[config.mk]
export PLATFORM = sky130hd
export DESIGN_NAME = weight_bias_streamer
export DESIGN_NICKNAME = d
export VERILOG_FILES = /design/src/rtl/weight_bias_streamer_pkg.sv /design/src/rtl/wb_skid_fifo.sv /design/src/rtl/weight_bias_streamer.sv
export SDC_FILE = /design/constraint.sdc
export NUM_CORES = 1
export LEC_CHECK = 0
export BUFFER_PORTS_ARGS = -buffer_cell sky130_fd_sc_hd__buf_2
export CORE_AREA = 2 2 146 91
export CTS_CLUSTER_SIZE = 14
export DETAILED_ROUTE_END_ITERATION = 10
export DIE_AREA = 0 0 148 93
export PLACE_DENSITY = 0.78
export REMOVE_ABC_BUFFERS = 1
export SLEW_MARGIN = 20
export SYNTH_ARGS = -nofsm -noshare
export SYNTH_HDL_FRONTEND = slang
export SYNTH_SLANG_ARGS = --single-unit
[constraint.sdc]
create_clock -name CLK -period 3.9 [get_ports CLK]
set_input_delay 0.39 -clock CLK [delete_from_list [all_inputs] [get_ports CLK]]
set_output_delay 0.39 -clock CLK [all_outputs]
set_load 0.03 [all_outputs]
[src/rtl/weight_bias_streamer_pkg.sv]
// Shared types and constants for the weight/bias streamer.
// Latency: n/a (declarations only).
// Backpressure: n/a (declarations only).
package weight_bias_streamer_pkg;

   // Datapath word width of the RAMs and of the PE weight/bias ports.
   localparam int WORD_BITS = 16;

   // Controller opcode for a MAC layer.
   localparam logic [3:0] EXE_MAC = 4'd2;

   // Streamer sequencing states.
   typedef enum logic [1:0] {
      WBS_IDLE  = 2'd0,
      WBS_RUN   = 2'd1,
      WBS_DRAIN = 2'd2,
      WBS_DONE  = 2'd3
   } wbs_state_t;

   // One captured RAM read: 'first' marks the first weight of an output channel,
   // the only beat whose bias is meaningful.
   typedef struct packed {
      logic                 first;
      logic [WORD_BITS-1:0] weight;
      logic [WORD_BITS-1:0] bias;
   } wb_entry_t;

endpackage

[src/rtl/wb_skid_fifo.sv]
// Two-entry register FIFO that absorbs in-flight RAM reads while the PE array stalls.
// Latency: a push is visible at the head on the next cycle; head/count come straight from registers.
// Backpressure: a push into a full FIFO is only accepted together with a pop; the issuer never overfills it.
module wb_skid_fifo
   import weight_bias_streamer_pkg::*;
(
   input  logic       CLK,
   input  logic       RST,
   input  logic       push,
   input  wb_entry_t  push_dat,
   input  logic       pop,
   output logic [1:0] count,
   output wb_entry_t  head
);

   wb_entry_t mem0;
   wb_entry_t mem1;
   logic      do_pop;
   logic      do_push;

   assign do_pop  = pop & (count != 2'd0);
   assign do_push = push & ((count != 2'd2) | do_pop);
   assign head    = mem0;

   // Entry 0 is always the head; a pop shifts entry 1 forward.
   always_ff @(posedge CLK) begin
      if (!RST) begin
         count <= 2'd0;
         mem0  <= '0;
         mem1  <= '0;
      end else begin
         case ({do_push, do_pop})
            2'b10: begin
               if (count == 2'd0) mem0 <= push_dat;
               else               mem1 <= push_dat;
               count <= count + 2'd1;
            end
            2'b01: begin
               mem0  <= mem1;
               count <= count - 2'd1;
            end
            2'b11: begin
               if (count == 2'd1) begin
                  mem0 <= push_dat;
               end else begin
                  mem0 <= mem1;
                  mem1 <= push_dat;
               end
            end
            default: ;
         endcase
      end
   end

endmodule

[src/rtl/weight_bias_streamer.sv]
// Reads Weight/Bias RAMs for a MAC layer and streams weights, plus one bias per output channel, to the PEs.
// Latency: start at cycle 0, first RAM read at cycle 1, first beat at cycle 3; one beat per cycle after that.
// Backpressure: En_in low holds the head beat and stops new reads; pending reads land in a 2-entry FIFO.
module weight_bias_streamer
   import weight_bias_streamer_pkg::*;
#(
   parameter int WADDR_BITS = 10,
   parameter int BADDR_BITS = 6,
   parameter int CNT_BITS   = 10
)(
   input  logic                        CLK,
   input  logic                        RST,
   input  logic                        start_in,
   input  logic                        layer_done_in,
   input  logic                        En_in,
   input  logic [CNT_BITS-1:0]         kernel_len_in,
   input  logic [BADDR_BITS-1:0]       num_oc_in,
   input  logic [WADDR_BITS-1:0]       w_base_in,
   input  logic [BADDR_BITS-1:0]       b_base_in,
   output logic                        WRAM_en_out,
   output logic [WADDR_BITS-1:0]       WRAM_addr_out,
   input  logic [WORD_BITS-1:0]        WRAM_data_in,
   output logic                        BRAM_en_out,
   output logic [BADDR_BITS-1:0]       BRAM_addr_out,
   input  logic [WORD_BITS-1:0]        BRAM_data_in,
   output logic                        Weight_valid_out,
   output logic signed [WORD_BITS-1:0] Weight_out,
   output logic                        Bias_valid_out,
   output logic signed [WORD_BITS-1:0] Bias_out,
   output logic                        busy_out,
   output logic                        done_out
);

   wbs_state_t            state;
   logic [CNT_BITS-1:0]   k_len;
   logic [CNT_BITS-1:0]   k_cnt;
   logic [BADDR_BITS-1:0] n_oc;
   logic [BADDR_BITS-1:0] oc_cnt;
   logic [BADDR_BITS-1:0] b_base;
   logic [WADDR_BITS-1:0] w_addr;
   logic                  pend;
   logic                  pend_first;
   logic [1:0]            fifo_cnt;
   wb_entry_t             fifo_head;
   wb_entry_t             fifo_in;
   logic                  fifo_rst;
   logic                  pop;
   logic                  issue;
   logic                  k_last;
   logic                  oc_last;
   logic [2:0]            occ;

   // A read may be issued only if the FIFO can still hold it once every read in flight has landed.
   assign pop     = (fifo_cnt != 2'd0) & En_in;
   assign occ     = {1'b0, fifo_cnt} + {2'b00, pend} - {2'b00, pop};
   assign issue   = (state == WBS_RUN) & En_in & (occ < 3'd2);
   assign k_last  = (k_cnt == k_len - CNT_BITS'(1));
   assign oc_last = (oc_cnt == n_oc - BADDR_BITS'(1));

   assign WRAM_en_out   = issue;
   assign WRAM_addr_out = w_addr;
   assign BRAM_en_out   = issue & (k_cnt == '0);
   assign BRAM_addr_out = b_base + oc_cnt;

   // Abort flushes the FIFO exactly like a reset does.
   assign fifo_rst = RST & ~layer_done_in;
   assign fifo_in  = '{first: pend_first, weight: WRAM_data_in, bias: BRAM_data_in};

   wb_skid_fifo u_fifo (
      .CLK      (CLK),
      .RST      (fifo_rst),
      .push     (pend),
      .push_dat (fifo_in),
      .pop      (pop),
      .count    (fifo_cnt),
      .head     (fifo_head)
   );

   assign Weight_valid_out = (fifo_cnt != 2'd0);
   assign Weight_out       = fifo_head.weight;
   assign Bias_valid_out   = Weight_valid_out & fifo_head.first;
   assign Bias_out         = Bias_valid_out ? fifo_head.bias : '0;

   // Sequencer: state, read counters, in-flight read tracking and registered status outputs.
   always_ff @(posedge CLK) begin
      if (!RST || layer_done_in) begin
         state      <= WBS_IDLE;
         busy_out   <= 1'b0;
         done_out   <= 1'b0;
         pend       <= 1'b0;
         pend_first <= 1'b0;
         k_len      <= '0;
         k_cnt      <= '0;
         n_oc       <= '0;
         oc_cnt     <= '0;
         b_base     <= '0;
         w_addr     <= '0;
      end else begin
         pend       <= issue;
         pend_first <= issue & (k_cnt == '0);
         if (issue) begin
            w_addr <= w_addr + WADDR_BITS'(1);
            if (k_last) begin
               k_cnt  <= '0;
               oc_cnt <= oc_cnt + BADDR_BITS'(1);
            end else begin
               k_cnt <= k_cnt + CNT_BITS'(1);
            end
         end
         case (state)
            WBS_IDLE: begin
               if (start_in) begin
                  k_len    <= kernel_len_in;
                  n_oc     <= num_oc_in;
                  w_addr   <= w_base_in;
                  b_base   <= b_base_in;
                  k_cnt    <= '0;
                  oc_cnt   <= '0;
                  busy_out <= 1'b1;
                  if ((kernel_len_in != '0) && (num_oc_in != '0)) begin
                     state <= WBS_RUN;
                  end else begin
                     state    <= WBS_DONE;
                     done_out <= 1'b1;
                  end
               end
            end
            WBS_RUN: begin
               if (issue && k_last && oc_last) state <= WBS_DRAIN;
            end
            WBS_DRAIN: begin
               if ((fifo_cnt == 2'd0) && !pend) begin
                  state    <= WBS_DONE;
                  done_out <= 1'b1;
               end
            end
            WBS_DONE: begin
               state    <= WBS_IDLE;
               busy_out <= 1'b0;
               done_out <= 1'b0;
            end
            default: state <= WBS_IDLE;
         endcase
      end
   end

endmodule
==> flow_metrics.py, run 1 <==
metrics = {
    "outcome": {
        "status": "finished clean",
    },
    "timing": {
        "rsz0062_at_grt": "no",
        "min_period_over_period": 0.934,
        "slew_violations": 0,
        "relSlewSlack": 0.285,
        "setup_ws_ns": 0.256,
        "finalClockSkew_ns": 0.00879,
        "finalSetupViolations": 0,
        "fmax_ghz": 0.274,
        "tightest_slew_ns": 1.07,
        "fin_setup_tns_ns": 0,
        "hold_viol": 0,
        "finalCriticalPeriod_ns": 3.64,
    },
    "grt": {
        "overflow": 0,
        "grt_usage": 0.211,
        "grt_pass1_vias": 4769,
        "antenna_found_initial": 0,
        "grt_pass1_wl_um": 23300,
        "grt_max_degree": 105,
    },
    "synthesis": {
        "syn_avg_cell_area_um2": 8.24,
        "ys.flop_type": "dfxtp_1",
        "ys_seq_area_frac": 0.400,
        "ys_ff_latch": 122,
        "netlist_top_cells_area": "dfxtp_1 40%, nand2_1 8.1%, mux2i_1 6.1%",
        "synth-edff-count": 0,
        "synth_commonest_cells": "132 x nand2_1, 122 x dfxtp_1, 73 x a21oi_1",
        "synth_top_area_cell": "dfxtp_1",
        "syn_inst": 742,
        "synth_area_mm2": 0.00611,
        "synth_top_area_frac": 0.400,
        "synth_most_common_cell": "nand2_1",
        "yosysWarningCount": 0,
        "synthArstFlopShare": 0,
        "netlist-cell-type-count": 55,
    },
    "route": {
        "drt_iter0_markers": 266,
        "dr_wl_met2_um": 5710,
        "drtPass1Iterations": 5,
        "met3_length_um": 882,
        "vias": 5220,
        "via_per_inst": 5.15,
        "ant_nets": 0,
        "detail_route.wl_per_cell_um": 13.9,
        "drt-total-wl_um": 14100,
        "met1Wirelength_um": 7330,
        "drcViolationCount": 0,
        "route.top_layer_used": "met4",
    },
    "floorplanning": {
        "die-area_mm2": 0.0138,
        "die_w_um": 148,
        "start_util": 0.489,
        "ioPinCount": 123,
        "die_y_um": 93,
        "coreArea_mm2": 0.0125,
        "rows": 32,
    },
    "finish": {
        "final_layout_size_suffix_gt1_frac": 0.212,
        "final_nets": 920,
        "stdcell_count": 1013,
        "final_area_mm2": 0.00738,
        "antenna_cells_inserted": 0,
        "syn2layout_area_growth_pct": 20.7,
    },
    "clock_tree": {
        "cts_tree": "yes",
        "clock_sinks": 122,
        "cts_buffers": 17,
        "cts_hold_buffers": 0,
        "cts-root-buf": "clkbuf_16",
        "clk_pin_slew_worst_paths_ns": 0.06,
        "htree_levels": 4,
        "clk_latency_ns": 0.41,
        "cts.path.max_buffers": 2,
    },
    "worst_setup_path": {
        "cp.arrival_ns": 3.25,
        "path_class": "flip-flop to primary output",
        "critPathLaunchType": "flip-flop",
        "end_kind": "primary output",
        "crit_required_ns": 3.51,
        "critPathMaxFanout": 9,
    },
    "placed_design": {
        "dpl_cell_area_mm2": 0.00670,
        "dpl.hpwl_um": 9650,
        "globalplace.congestion": 0.845,
        "dp_cells": 980,
        "port_buffers": 122,
        "post-place-ws_ns": 0.273,
    },
    "power_and_ir_drop": {
        "power_density_mw_per_mm2": 433,
        "leakage_nw": 3.17,
        "ir_drop_uv": 268,
    },
    "worst_hold_path": {
        "hp-class": "input pin to flip-flop",
    },
    "job": {
        "max_cap_viol_count": 0,
    },
}
-- registers in the layout (all words and copies together) (netlist names) --
signal	flops
k_cnt	10
oc_cnt	6
state	2
k_len	10
b_base	6
busy_out	1
done_out	1
n_oc	6
WRAM_addr_out	10
pend	1
u_fifo.count	2
u_fifo.mem1	33
pend_first	1
u_fifo.head	33
-- cell type report --
cell class                      instances  area (um^2)
Multi-Input combinational cell        533         3300
Fill cell                            1146         5110
Inverter                               25         96.3
Clock inverter                         14          195
Clock buffer                           18          429
Tap cell                              170          213
Timing Repair Buffer                  131          701
Sequential cell                       122         2450
-- layout by cell type (no fill, tap or decap), drive strengths merged, types with 18 or more instances in the layout --
cell type and count:
nand2 132, clkbuf 18, dfxtp 122, xor2 21, ha 19, and2 22, a21oi 73, buf 131
mux2i 37, inv 28, xnor2 20, nor2 64, a211oi 43
-- worst max-delay path: stages, from the launching register on --
cell	delay, ns
dfxtp_4	0.38
inv_1	0.07
ha_1	0.24
nor2b_2	0.14
ha_1	0.23
nand2b_1	0.15
fa_1	0.48
nand3_1	0.11
or2_4	0.30
inv_4	0.12
nand4b_1	0.13
nor4_2	0.28
buf_4	0.21
-- what timing repair did --
item,4_1_cts,5_1_grt
cloned,0,0
gates resized for setup,3,5
pin swaps,0,1
buffers inserted,0,0
setup endpoints to repair,1,1
-- layer usage --
metal  GRT usage  vias up
met4      0.0651        0
met2       0.305      141
li1            -     2690
met1       0.308     2374
met5           0        -
met3      0.0502       15
-- power breakdown --
group,internal [mW],leakage (nW),switching [mW]
Sequential,1.27,0.987,0.0189
Clock,1.07,0.293,0.591
Combinational,0.0950,1.89,0.150
-- final timing paths --
path                            depth (start not counted)             from               to  slack, ns
worst max-delay path                                   12  u_fifo.count[1]      BRAM_en_out       0.26
worst min-delay path                                    3     b_base_in[1]        b_base[1]       0.22
worst min register to register                          2  u_fifo.mem1[31]  u_fifo.mem1[31]       0.45
worst max register to register                         13  u_fifo.count[1]        oc_cnt[3]       0.49
-- kinds of logic (layout without fill, tap and decap cells) --
kind of cell	Yosys count	after routing	synth area share
XOR/XNOR	41	41	0.0587
multiplexers	38	38	0.0624
adder cells (fa/ha/maj)	21	21	0.0454
flip-flops	122	122	0.400
buffers and inverters	87	188	0.0649
AO/OA/AOI/OAI	153	153	0.159
AND/OR/NAND/NOR	280	280	0.210
-- metrics by stage --
stage               utilization  total power [mW]  hold slack [ns]
finish                    0.591              3.19            0.220
global route              0.591              3.30            0.213
CTS                       0.587              3.22            0.201
detailed placement        0.537              1.55            0.446
floorplan                     -              1.46            0.432
global placement          0.537              1.55            0.441
Power figures use the tool's default switching activity.
==> inputs of run 2 (changes only) <==
Settings changed: CTS_BUF_LIST from default to sky130_fd_sc_hd__clkbuf_4.
==> run 2 against run 1 <==
- sequential share of layout area is 1.2 points higher
- highest routed layer unchanged
- total power shrank 20%
- via count fell by 0.13%
- clock-buffer cell count stayed put
- critical path depth stayed put
- routed wire length shrank 0.65%
- flip-flop and latch count did not move
- final cell count grew 0.39%
- first-iteration DRC count rose by 16%
- fmax decreased by 0.62%
==> flow_metrics.py, run 2 (same netlist as run 1, synthesis figures left out) <==
metrics = {
    "outcome": {
        "status": "finished clean",
    },
    "route": {
        "met1Wirelength_um": 7270,
        "drtPass1Iterations": 4,
        "drt_iter0_markers": 309,
        "via_per_inst": 5.13,
        "route.top_layer_used": "met4",
        "drcViolationCount": 0,
        "vias": 5213,
        "detail_route.wl_per_cell_um": 13.7,
        "met3_length_um": 869,
        "ant_nets": 0,
        "drt-total-wl_um": 14000,
        "dr_wl_met2_um": 5670,
    },
    "power_and_ir_drop": {
        "swShare": 0.266,
        "leakage_nw": 3.05,
        "combPwrFrac": 0.097,
        "power_switching_mw": 0.681,
        "p_int_mw": 1.88,
        "seq_power_share": 0.501,
        "ir_drop_uv": 273,
        "clkPwrFrac": 0.402,
        "power_mw": 2.56,
        "power_density_mw_per_mm2": 360,
    },
    "worst_setup_path": {
        "r2r_setup_slack_ns": 0.40,
        "critPathLaunchType": "flip-flop",
        "critPathMaxFanout": 9,
        "slowest_delay_ns": 0.50,
        "r2r-end": "oc_cnt[3]",
        "end_kind": "primary output",
        "reg2regPathDepth": 14,
        "r2r_start": "u_fifo.count[1]",
        "cp.arrival_ns": 3.28,
        "crit_required_ns": 3.51,
        "cp_slowest_cell": "fa_1",
        "crit_chain": "inv_1 -> ha_2 -> nor2b_2 -> ha_1 -> nand2b_1 -> fa_1 -> nand3_2 -> or2_4 -> inv_6 -> nand4b_1 -> nor4_2 -> buf_4",
        "path_class": "flip-flop to primary output",
    },
    "floorplanning": {
        "die_y_um": 93,
        "start_util": 0.489,
        "ioPinCount": 123,
        "rows": 32,
        "die-area_mm2": 0.0138,
        "die_w_um": 148,
        "coreArea_mm2": 0.0125,
    },
    "job": {
        "max_cap_viol_count": 0,
    },
    "worst_hold_path": {
        "hp-class": "input pin to flip-flop",
        "whs_endpoint": "b_base[1]",
        "min_from": "b_base_in[1]",
        "hold_depth": 3,
    },
    "clock_tree": {
        "cts_buffers": 17,
        "htree_levels": 4,
        "cts.path.max_buffers": 2,
        "cts_tree": "yes",
        "cts-root-buf": "clkbuf_4",
        "cts_hold_buffers": 0,
        "clock_sinks": 122,
        "clk_latency_ns": 0.51,
        "clk_pin_slew_worst_paths_ns": 0.12,
    },
    "finish": {
        "final_area_mm2": 0.00712,
        "layout_common_cells": "131 x nand2_1, 121 x buf_2, 120 x dfxtp_1",
        "syn2layout_area_growth_pct": 16.4,
        "multiInputGateArea_mm2": 0.00330,
        "final_nets": 923,
        "mostFrequentLayoutCell": "nand2_1",
        "regArea_mm2": 0.00245,
        "final_layout_size_suffix_gt1_frac": 0.219,
        "stdcell_count": 1017,
        "fillers": 1182,
    },
    "grt": {
        "antenna_found_initial": 0,
        "grt_usage": 0.207,
        "grt_max_degree": 105,
        "overflow": 0,
        "grt_pass1_vias": 4702,
        "grt_pass1_wl_um": 22900,
    },
    "placed_design": {
        "dp_cells": 980,
        "globalplace.congestion": 0.845,
        "dpl_cell_area_mm2": 0.00670,
        "port_buffers": 122,
        "dpl.hpwl_um": 9650,
    },
    "timing": {
        "worst_hold_slack_ns": 0.101,
        "finalCriticalPeriod_ns": 3.67,
        "fmax_ghz": 0.273,
        "finalSetupViolations": 0,
        "relSlewSlack": 0.281,
        "tightest_slew_ns": 1.07,
        "hold_viol": 0,
        "slew_violations": 0,
        "rsz0062_at_grt": "no",
        "finalClockSkew_ns": 0.0152,
        "min_period_over_period": 0.940,
    },
}
==> run 2: cell count changes in the layout (fill, tap and decap cells not counted), sizes merged <==
cell   delta
diode     +1
buf       +3
==> run 2: how the worst max path moves through the flow <==
stage | start | end | slack [ns]
5_1_grt | u_fifo.count[1] | BRAM_en_out | 0.0005
2_1_floorplan | u_fifo.count[1] | BRAM_en_out | -0.18
3_3_place_gp | u_fifo.count[1] | oc_cnt[5] | 0.35
4_1_cts | u_fifo.count[0] | BRAM_en_out | 0.09
3_5_place_dp | u_fifo.count[1] | oc_cnt[3] | 0.27
6_report | u_fifo.count[1] | BRAM_en_out | 0.23
==> run 2: layout make-up <==
class / instances / share of cell area
Multi-Input combinational cell: 533 / 0.464
Timing Repair Buffer: 134 / 0.102
Clock buffer: 18 / 0.0190
Sequential cell: 122 / 0.344
Clock inverter: 14 / 0.0274
Inverter: 25 / 0.0139
Antenna cell: 1 / 0.000352
Tap cell: 170 / 0.0299
==> run 2: timing repair <==
item                       in CTS  in global routing
setup endpoints to repair       1                  1
setup buffers                   0                  3
resized for setup               5                  6
pin swaps                       0                  2
==> run 2: layer usage <==
metal  global-route usage  up-vias
li1                     -     2705
met2                0.296      141
met3               0.0488       16
met5                    0        -
met4               0.0619        0
met1                0.308     2351
==> run 2: worst max-delay path, delay by kind of cell, from the launching register on <==
| family | cells | cell delay (ns) |
|---|---|---|
| AND/OR/NAND/NOR | 6 | 1.07 |
| buffers and inverters | 3 | 0.38 |
| flip-flops | 1 | 0.40 |
| adder cells (fa/ha/maj) | 3 | 0.94 |
==> run 2: power groups by stage <==
stage | combinational (mW) | clock (mW) | sequential (mW)
3_5_place_dp | 0.239 | 0 | 1.31
3_3_place_gp | 0.238 | 0 | 1.31
6_report | 0.248 | 1.03 | 1.28
4_1_cts | 0.242 | 1.05 | 1.28
5_1_grt | 0.277 | 1.10 | 1.29
2_1_floorplan | 0.134 | 0 | 1.32
==> run 2: per-stage QoR <==
step / utilization / setup TNS, ns / setup slack [ns]
3_5_place_dp: 0.537 / 0 / 0.273
6_report: 0.570 / 0 / 0.234
4_1_cts: 0.564 / 0 / 0.0860
3_3_place_gp: 0.537 / 0 / 0.353
5_1_grt: 0.570 / 0 / 0.000488
2_1_floorplan: - / -0.264 / -0.177
